<file path="config.mk">
export PLATFORM = sky130hd
export DESIGN_NAME = seq_multiplier
export DESIGN_NICKNAME = d
export VERILOG_FILES = /design/src/rtl/seq_multiplier.sv
export SDC_FILE = /design/constraint.sdc
export NUM_CORES = 1
export LEC_CHECK = 0
export ABC_CLOCK_PERIOD_IN_PS = 2900
export CAP_MARGIN = 20
export CORE_UTILIZATION = 26
export DETAILED_ROUTE_END_ITERATION = 8
export DONT_BUFFER_PORTS = 1
export PLACE_DENSITY_LB_ADDON = 0.25
export SLEW_MARGIN = 10
export SYNTH_ARGS = -nofsm -noshare
export SYNTH_HDL_FRONTEND = slang
export SYNTH_SLANG_ARGS = --single-unit
</file>
<file path="constraint.sdc">
create_clock -name clock -period 2.9 [get_ports clock]
set_clock_uncertainty 0.1 [all_clocks]
set_input_delay 0.725 -clock clock [delete_from_list [all_inputs] [get_ports clock]]
set_output_delay 0.725 -clock clock [all_outputs]
set_load 0.05 [all_outputs]
</file>
<file path="src/rtl/seq_multiplier.sv">
// seq_multiplier: shift-and-add multiplier, unsigned or two's-complement, 2*WIDTH+1 busy cycles
// Ports: clock/n_rst (async active-low reset); start, abort, signed_mode, multiplicand, multiplier in;
// product (2*WIDTH result, held while ready), busy, ready, done (one-cycle pulse entering STOPPED) out.
module seq_multiplier #(
  parameter int WIDTH = 8
) (
  input  logic               clock,
  input  logic               n_rst,
  input  logic               start,
  input  logic               abort,
  input  logic               signed_mode,
  input  logic [WIDTH-1:0]   multiplicand,
  input  logic [WIDTH-1:0]   multiplier,
  output logic [2*WIDTH-1:0] product,
  output logic               busy,
  output logic               ready,
  output logic               done
);
  localparam int CW = $clog2(WIDTH + 1);
  typedef enum logic [2:0] {IDLE, ADDING, SHIFTING, FIXUP, STOPPED} state_t;
  state_t state_q, state_d;
  logic [WIDTH-1:0] a_q, a_d, q_q, q_d, m_q, m_d, abs_m, abs_q;
  logic c_q, c_d, neg_q, neg_d, done_q, done_d;
  logic [CW-1:0] count_q, count_d;
  logic [2*WIDTH-1:0] product_q, product_d;
  // Negating the most negative value wraps to 2^(WIDTH-1), which is exactly the unsigned magnitude.
  assign abs_m = (signed_mode && multiplicand[WIDTH-1]) ? -multiplicand : multiplicand;
  assign abs_q = (signed_mode && multiplier[WIDTH-1]) ? -multiplier : multiplier;
  assign busy = (state_q == ADDING) || (state_q == SHIFTING) || (state_q == FIXUP);
  assign ready = state_q == STOPPED;
  assign done = done_q;
  assign product = product_q;
  always_comb begin
    state_d = state_q;
    a_d = a_q;
    c_d = c_q;
    q_d = q_q;
    m_d = m_q;
    count_d = count_q;
    neg_d = neg_q;
    product_d = product_q;
    done_d = 1'b0;
    case (state_q)
      IDLE, STOPPED: if (start) begin
        state_d = ADDING;
        m_d = abs_m;
        q_d = abs_q;
        a_d = '0;
        c_d = 1'b0;
        count_d = CW'(WIDTH);
        neg_d = signed_mode & (multiplicand[WIDTH-1] ^ multiplier[WIDTH-1]);
      end
      ADDING: begin
        if (q_q[0]) {c_d, a_d} = {1'b0, a_q} + {1'b0, m_q};
        count_d = count_q - CW'(1);
        state_d = SHIFTING;
      end
      SHIFTING: begin
        {c_d, a_d, q_d} = {1'b0, c_q, a_q, q_q[WIDTH-1:1]};
        state_d = (count_q == '0) ? FIXUP : ADDING;
      end
      FIXUP: begin
        product_d = neg_q ? -{a_q, q_q} : {a_q, q_q};
        done_d = 1'b1;
        state_d = STOPPED;
      end
      default: state_d = IDLE;
    endcase
    if (busy && abort) begin
      state_d = IDLE;
      product_d = '0;
      done_d = 1'b0;
    end
  end
  always_ff @(posedge clock or negedge n_rst) begin
    if (!n_rst) begin
      state_q <= IDLE;
      a_q <= '0;
      c_q <= 1'b0;
      q_q <= '0;
      m_q <= '0;
      count_q <= '0;
      neg_q <= 1'b0;
      product_q <= '0;
      done_q <= 1'b0;
    end else begin
      state_q <= state_d;
      a_q <= a_d;
      c_q <= c_d;
      q_q <= q_d;
      m_q <= m_d;
      count_q <= count_d;
      neg_q <= neg_d;
      product_q <= product_d;
      done_q <= done_d;
    end
  end
endmodule

</file>
Word-level counts from Yosys, hierarchy flattened --
Cells that the tools add are included.
Storage, ports and cells: register bits 50, bits in latches 0, bits in writable memories 0, memory bits (read-only) 0, word-level logic and storage cells 60, memories 0
Operators by class: add/sub/neg operators 5, multipliers 0, divide/modulo/power cells 0, magnitude comparators 0, equality and inequality tests 7, shift-type cells 0, muxes and demuxes 21, bitwise logic cells 2, reduce and logical (&&, ||, !) cells 16
Operator list (number):
- $mux 16 | 3
- $mux 8 | 5
- $pmux 8 s3 | 1
- $neg 16->16 | 1
- $neg 8->8 | 2
- $pmux 8 s2 | 1
- $pmux 3 s4 | 1
- $add 8x8->9 | 1
- $pmux 4 s2 | 1
- $eq 3x2->1 const B | 2
- $mux 3 | 2
- $reduce_and 2->1 | 3
- $reduce_bool 2->1 | 3
- $logic_not 4->1 | 1
- $mux 1 | 4
- $mux 4 | 1
- $ne 2x2->1 const B | 2
- $sub 4x1->4 const B | 1
- $eq 3x1->1 const B | 1
- $eq 3x3->1 const B | 1
- $logic_and 1x1->1 | 3
- $logic_not 3->1 | 1
- $ne 3x3->1 const B | 1
- $pmux 1 s3 | 1
- other kinds (7) | 8

Longest topological paths before layout --
depth after elaboration 5, gate-level depth with buffers 8, gate-level depth less buffers 7

Worst setup path before layout --
Ideal clock, no wire load.
path kind reg-to-output, start point register state_q[1], end point output busy, data arrival time 1.197 ns, data required time 2.075 ns, slack 0.878 ns, stages on the path, launching flop included 4, buffers on the path 1, path through dfrtp_1 -> buf_2 -> nor2_1 -> nor2_1
On the way: word-level cells in the longest chain between the ends 3
Ends and longest elaborated chain:
- from (decl) | RTL line 21 | state_t state_q, state_d;
- from (signal assigned) | RTL line 87 | state_q <= state_d;
- $eq 3x1->1 or $eq 3x2->1 (tied branches) | RTL line 29 | assign busy = (state_q == ADDING) || (state_q == SHIFTING) || (state_q == FIXUP);
- $logic_or 1x1->1 | RTL line 29
- $logic_or 1x1->1 (*) | RTL line 29
- to (decl) | RTL line 15 | output logic busy,
Every way passes the cells marked *; elsewhere a longest branch is shown, timed or not.

Worst setup path in the final report --
start point register state_q[0], end point output ready
On the way: word-level cells in the longest chain between the ends 1
Ends and longest elaborated chain:
- $eq 3x3->1 | RTL line 30 | assign ready = state_q == STOPPED;
- to (decl) | RTL line 16 | output logic ready,
No other way between the ends.

==> flow_summary.yaml <==
sta:
  setup_tns_ns: 0
  fin_crit_ns: 2.27
  rsz0062_at_grt: "false"
  slew_viol_final: 0
  period_share_pct: 78.3
  tightest_slew_ns: 0.781
  hold_viol_final: 0
  slew_headroom_pct: 47.8
  fmax_mhz: 441
  setup_viol: 0
yosys:
  synth_top_area_share_pct: 42.4
  ys_async_sr_fraction_pct: 100
  synth_area_leaders: "dfrtp_1, o21ai_0, nand2_1"
  ys_ff_latch: 50
  synth_nets: 364
  synth_top_cell_by_area: "dfrtp_1"
  yosysWarningCount: 0
  synth-edff-count: 0
  syn_area_um2: 2950
  yosysSeqAreaShare_pct: 42.4
  synth_cell_type_count: 46
  avgSynthCellArea_um2: 8.93
  synthFlopType: "dfrtp_1"
  postSynthCellCount: 330
finish:
  final-seq-area_um2: 1250
  final_area_um2: 3200
  final_util_pct: 29.3
  stdcell_count: 466
  multi_input_area_um2: 1560
  drive_above_1_share_pct: 3.68
  area_growth_pct: 8.53
  nets: 360
  antenna_cells: 0
  nFillCells: 1185
power:
  switching_share_pct: 42.9
  power_frac_comb_pct: 36.7
  max-vdd-ir-drop_mv: 0.301
  clkPwrFrac_pct: 19.1
  p_leak_nw: 1.39
  switching_power_mw: 1.26
  p_int_mw: 1.68
  power.density_nw_per_um2: 919
  p_seq_share_pct: 44.2
  report.power.total_mw: 2.94
floorplan:
  pin_count: 40
  rows: 38
  dieArea_um2: 11800
  die_h_um: 108
  die_w_um: 108
  start_util_pct: 27.0
  coreArea_um2: 10900
clock_network:
  root_buffer: "clkbuf_16"
  cts_buffers: 5
  cts-hold-fix-buffers: 0
  cts_sinks: 50
  cts_resized: 0
  htree_levels: 2
  clkLatencyLatePin_ns: 0.29
  clkTransAtPathRegs_ns: 0.06
  ctsLongestPathBuffers: 2
  postCtsSetupBuffers: 0
  cts_tree: "yes"
setup_path:
  critPathMaxFanout: 10
  cp-end-kind: "output pin"
  path_class: "flop to output pin"
  worst_ep_required_time_ns: 2.08
  arrival_ns: 1.44
  worstSetupStartpointType: "flop"
route:
  avgRoutedWirePerCell_um: 15.0
  drtPass1Iterations: 4
  drt_iter0_markers: 175
  drcViolationCount: 0
  wl_mm: 6.99
  postRouteAntennaNets: 0
  vias_per_cell: 5.04
  vias: 2348
global_route:
  grt_pass1_wl_mm: 12.1
  grt_max_degree: 51
  grt_usage_pct: 13.1
  gr-total-overflow: 0
  grt_pass1_vias: 2379
  antenna_found_initial: 0
placed_design:
  place_hpwl_mm: 5.25
  dp_cells: 459
  dpl_cell_area_um2: 3070
  portBuffers: 0
  gp_congestion: 0.832
hold_path:
  hold_path.class: "primary input to asynchronous set/reset pin"
job:
  drv_cap: 0
run_status:
  status: "complete, no violations"
[cells in the final DEF (no fill, tap or decap), drive strengths merged, types with 3 or more instances in the layout]
| master | n |
|---|---|
| a211oi | 4 |
| a21o | 5 |
| a21oi | 17 |
| a222oi | 3 |
| a22oi | 7 |
| clkbuf | 7 |
| dfrtp | 50 |
| ha | 12 |
| inv | 17 |
| mux2i | 5 |
| nand2 | 47 |
| nand2b | 3 |
| nand3 | 13 |
| nor2 | 23 |
| nor3 | 7 |
| nor3b | 3 |
| nor4 | 3 |
| o21ai | 42 |
| o31ai | 5 |
| o41ai | 4 |
| xnor2 | 10 |
| xor2 | 16 |
[area by class of cell]
type,count,area share (%)
timing repair buffer,2,0.469
sequential,50,39.1
inverter,17,1.99
multi-input combinational,250,48.8
clock buffer,7,4.15
tap,140,5.48
[routing by layer]
layer  up-vias  part of all wire, %  track usage, %
li1       1170                    -               -
met1      1117                   52            19.5
met2        59                   43            19.4
met3         2                  4.8            2.59
met4         0                 0.42            2.90
met5         -                    0               0
[registers in the layout, indices dropped and copies added, names as in the netlist]
signal,flops
a_q,8
c_q,1
count_q,4
done,1
m_q,8
neg_q,1
product,16
q_q,8
state_q,3
[stage by stage]
| step | worst slack [ns] | hold slack [ns] |
|---|---|---|
| 2_1_floorplan | 0.878 | 0.329 |
| 5_1_grt | 0.515 | 0.0155 |
| 3_5_place_dp | 0.804 | 0.332 |
| 3_3_place_gp | 0.822 | 0.332 |
| 6_report | 0.630 | 0.0280 |
| 4_1_cts | 0.621 | 0.0218 |
[kinds of logic (layout without fill, tap and decap cells)]
group / Yosys count / after routing / synth area share, %
XOR/XNOR: 26 / 26 / 7.72
buffers and inverters: 30 / 26 / 4.58
adder cells (fa/ha/maj): 13 / 13 / 5.77
flip-flops: 50 / 50 / 42.4
multiplexers: 5 / 5 / 1.70
AO/OA/AOI/OAI: 96 / 96 / 20.2
AND/OR/NAND/NOR: 110 / 110 / 17.5
[power groups by stage]
| stage | Combinational, mW | Sequential (mW) | Clock [mW] |
|---|---|---|---|
| floorplan | 0.944 | 1.18 | 0 |
| global route | 1.25 | 1.35 | 0.602 |
| global placement | 1.07 | 1.31 | 0 |
| finish | 1.08 | 1.30 | 0.560 |
| CTS | 1.09 | 1.30 | 0.579 |
| detailed placement | 1.08 | 1.32 | 0 |
[Yosys cell counts (3+ instances only)]
library cell	n
dfrtp_1	50
nand2_1	47
o21ai_0	40
nor2_1	23
a21oi_1	17
inv_1	17
xor2_1	16
nand3_1	13
ha_1	12
xnor2_1	10
a22oi_1	7
clkbuf_1	7
nor3_1	6
a21o_1	5
mux2i_1	5
o31ai_1	5
a211oi_1	4
a222oi_1	3
buf_2	3
nand2b_1	3
nor4_1	3
o41ai_1	3
[final timing paths]
check,slack (ns),start,to,cells past startpoint
worst min-delay path,0.03,n_rst,count_q[2],0
worst max-delay path,0.63,state_q[0],ready,3
worst max register to register,0.78,a_q[0],c_q,7
min in group clock,0.38,count_q[3],count_q[3],1
worst min register to register,0.38,count_q[3],count_q[3],1
max in group asynchronous,2.56,n_rst,q_q[2],0
[critical path, cell delays in order, from the launching register on]
cell and delay, ns:
dfrtp_1 0.48, nor2_1 0.25, nand2_1 0.10, inv_1 0.34
Power figures use the tool's default switching activity.
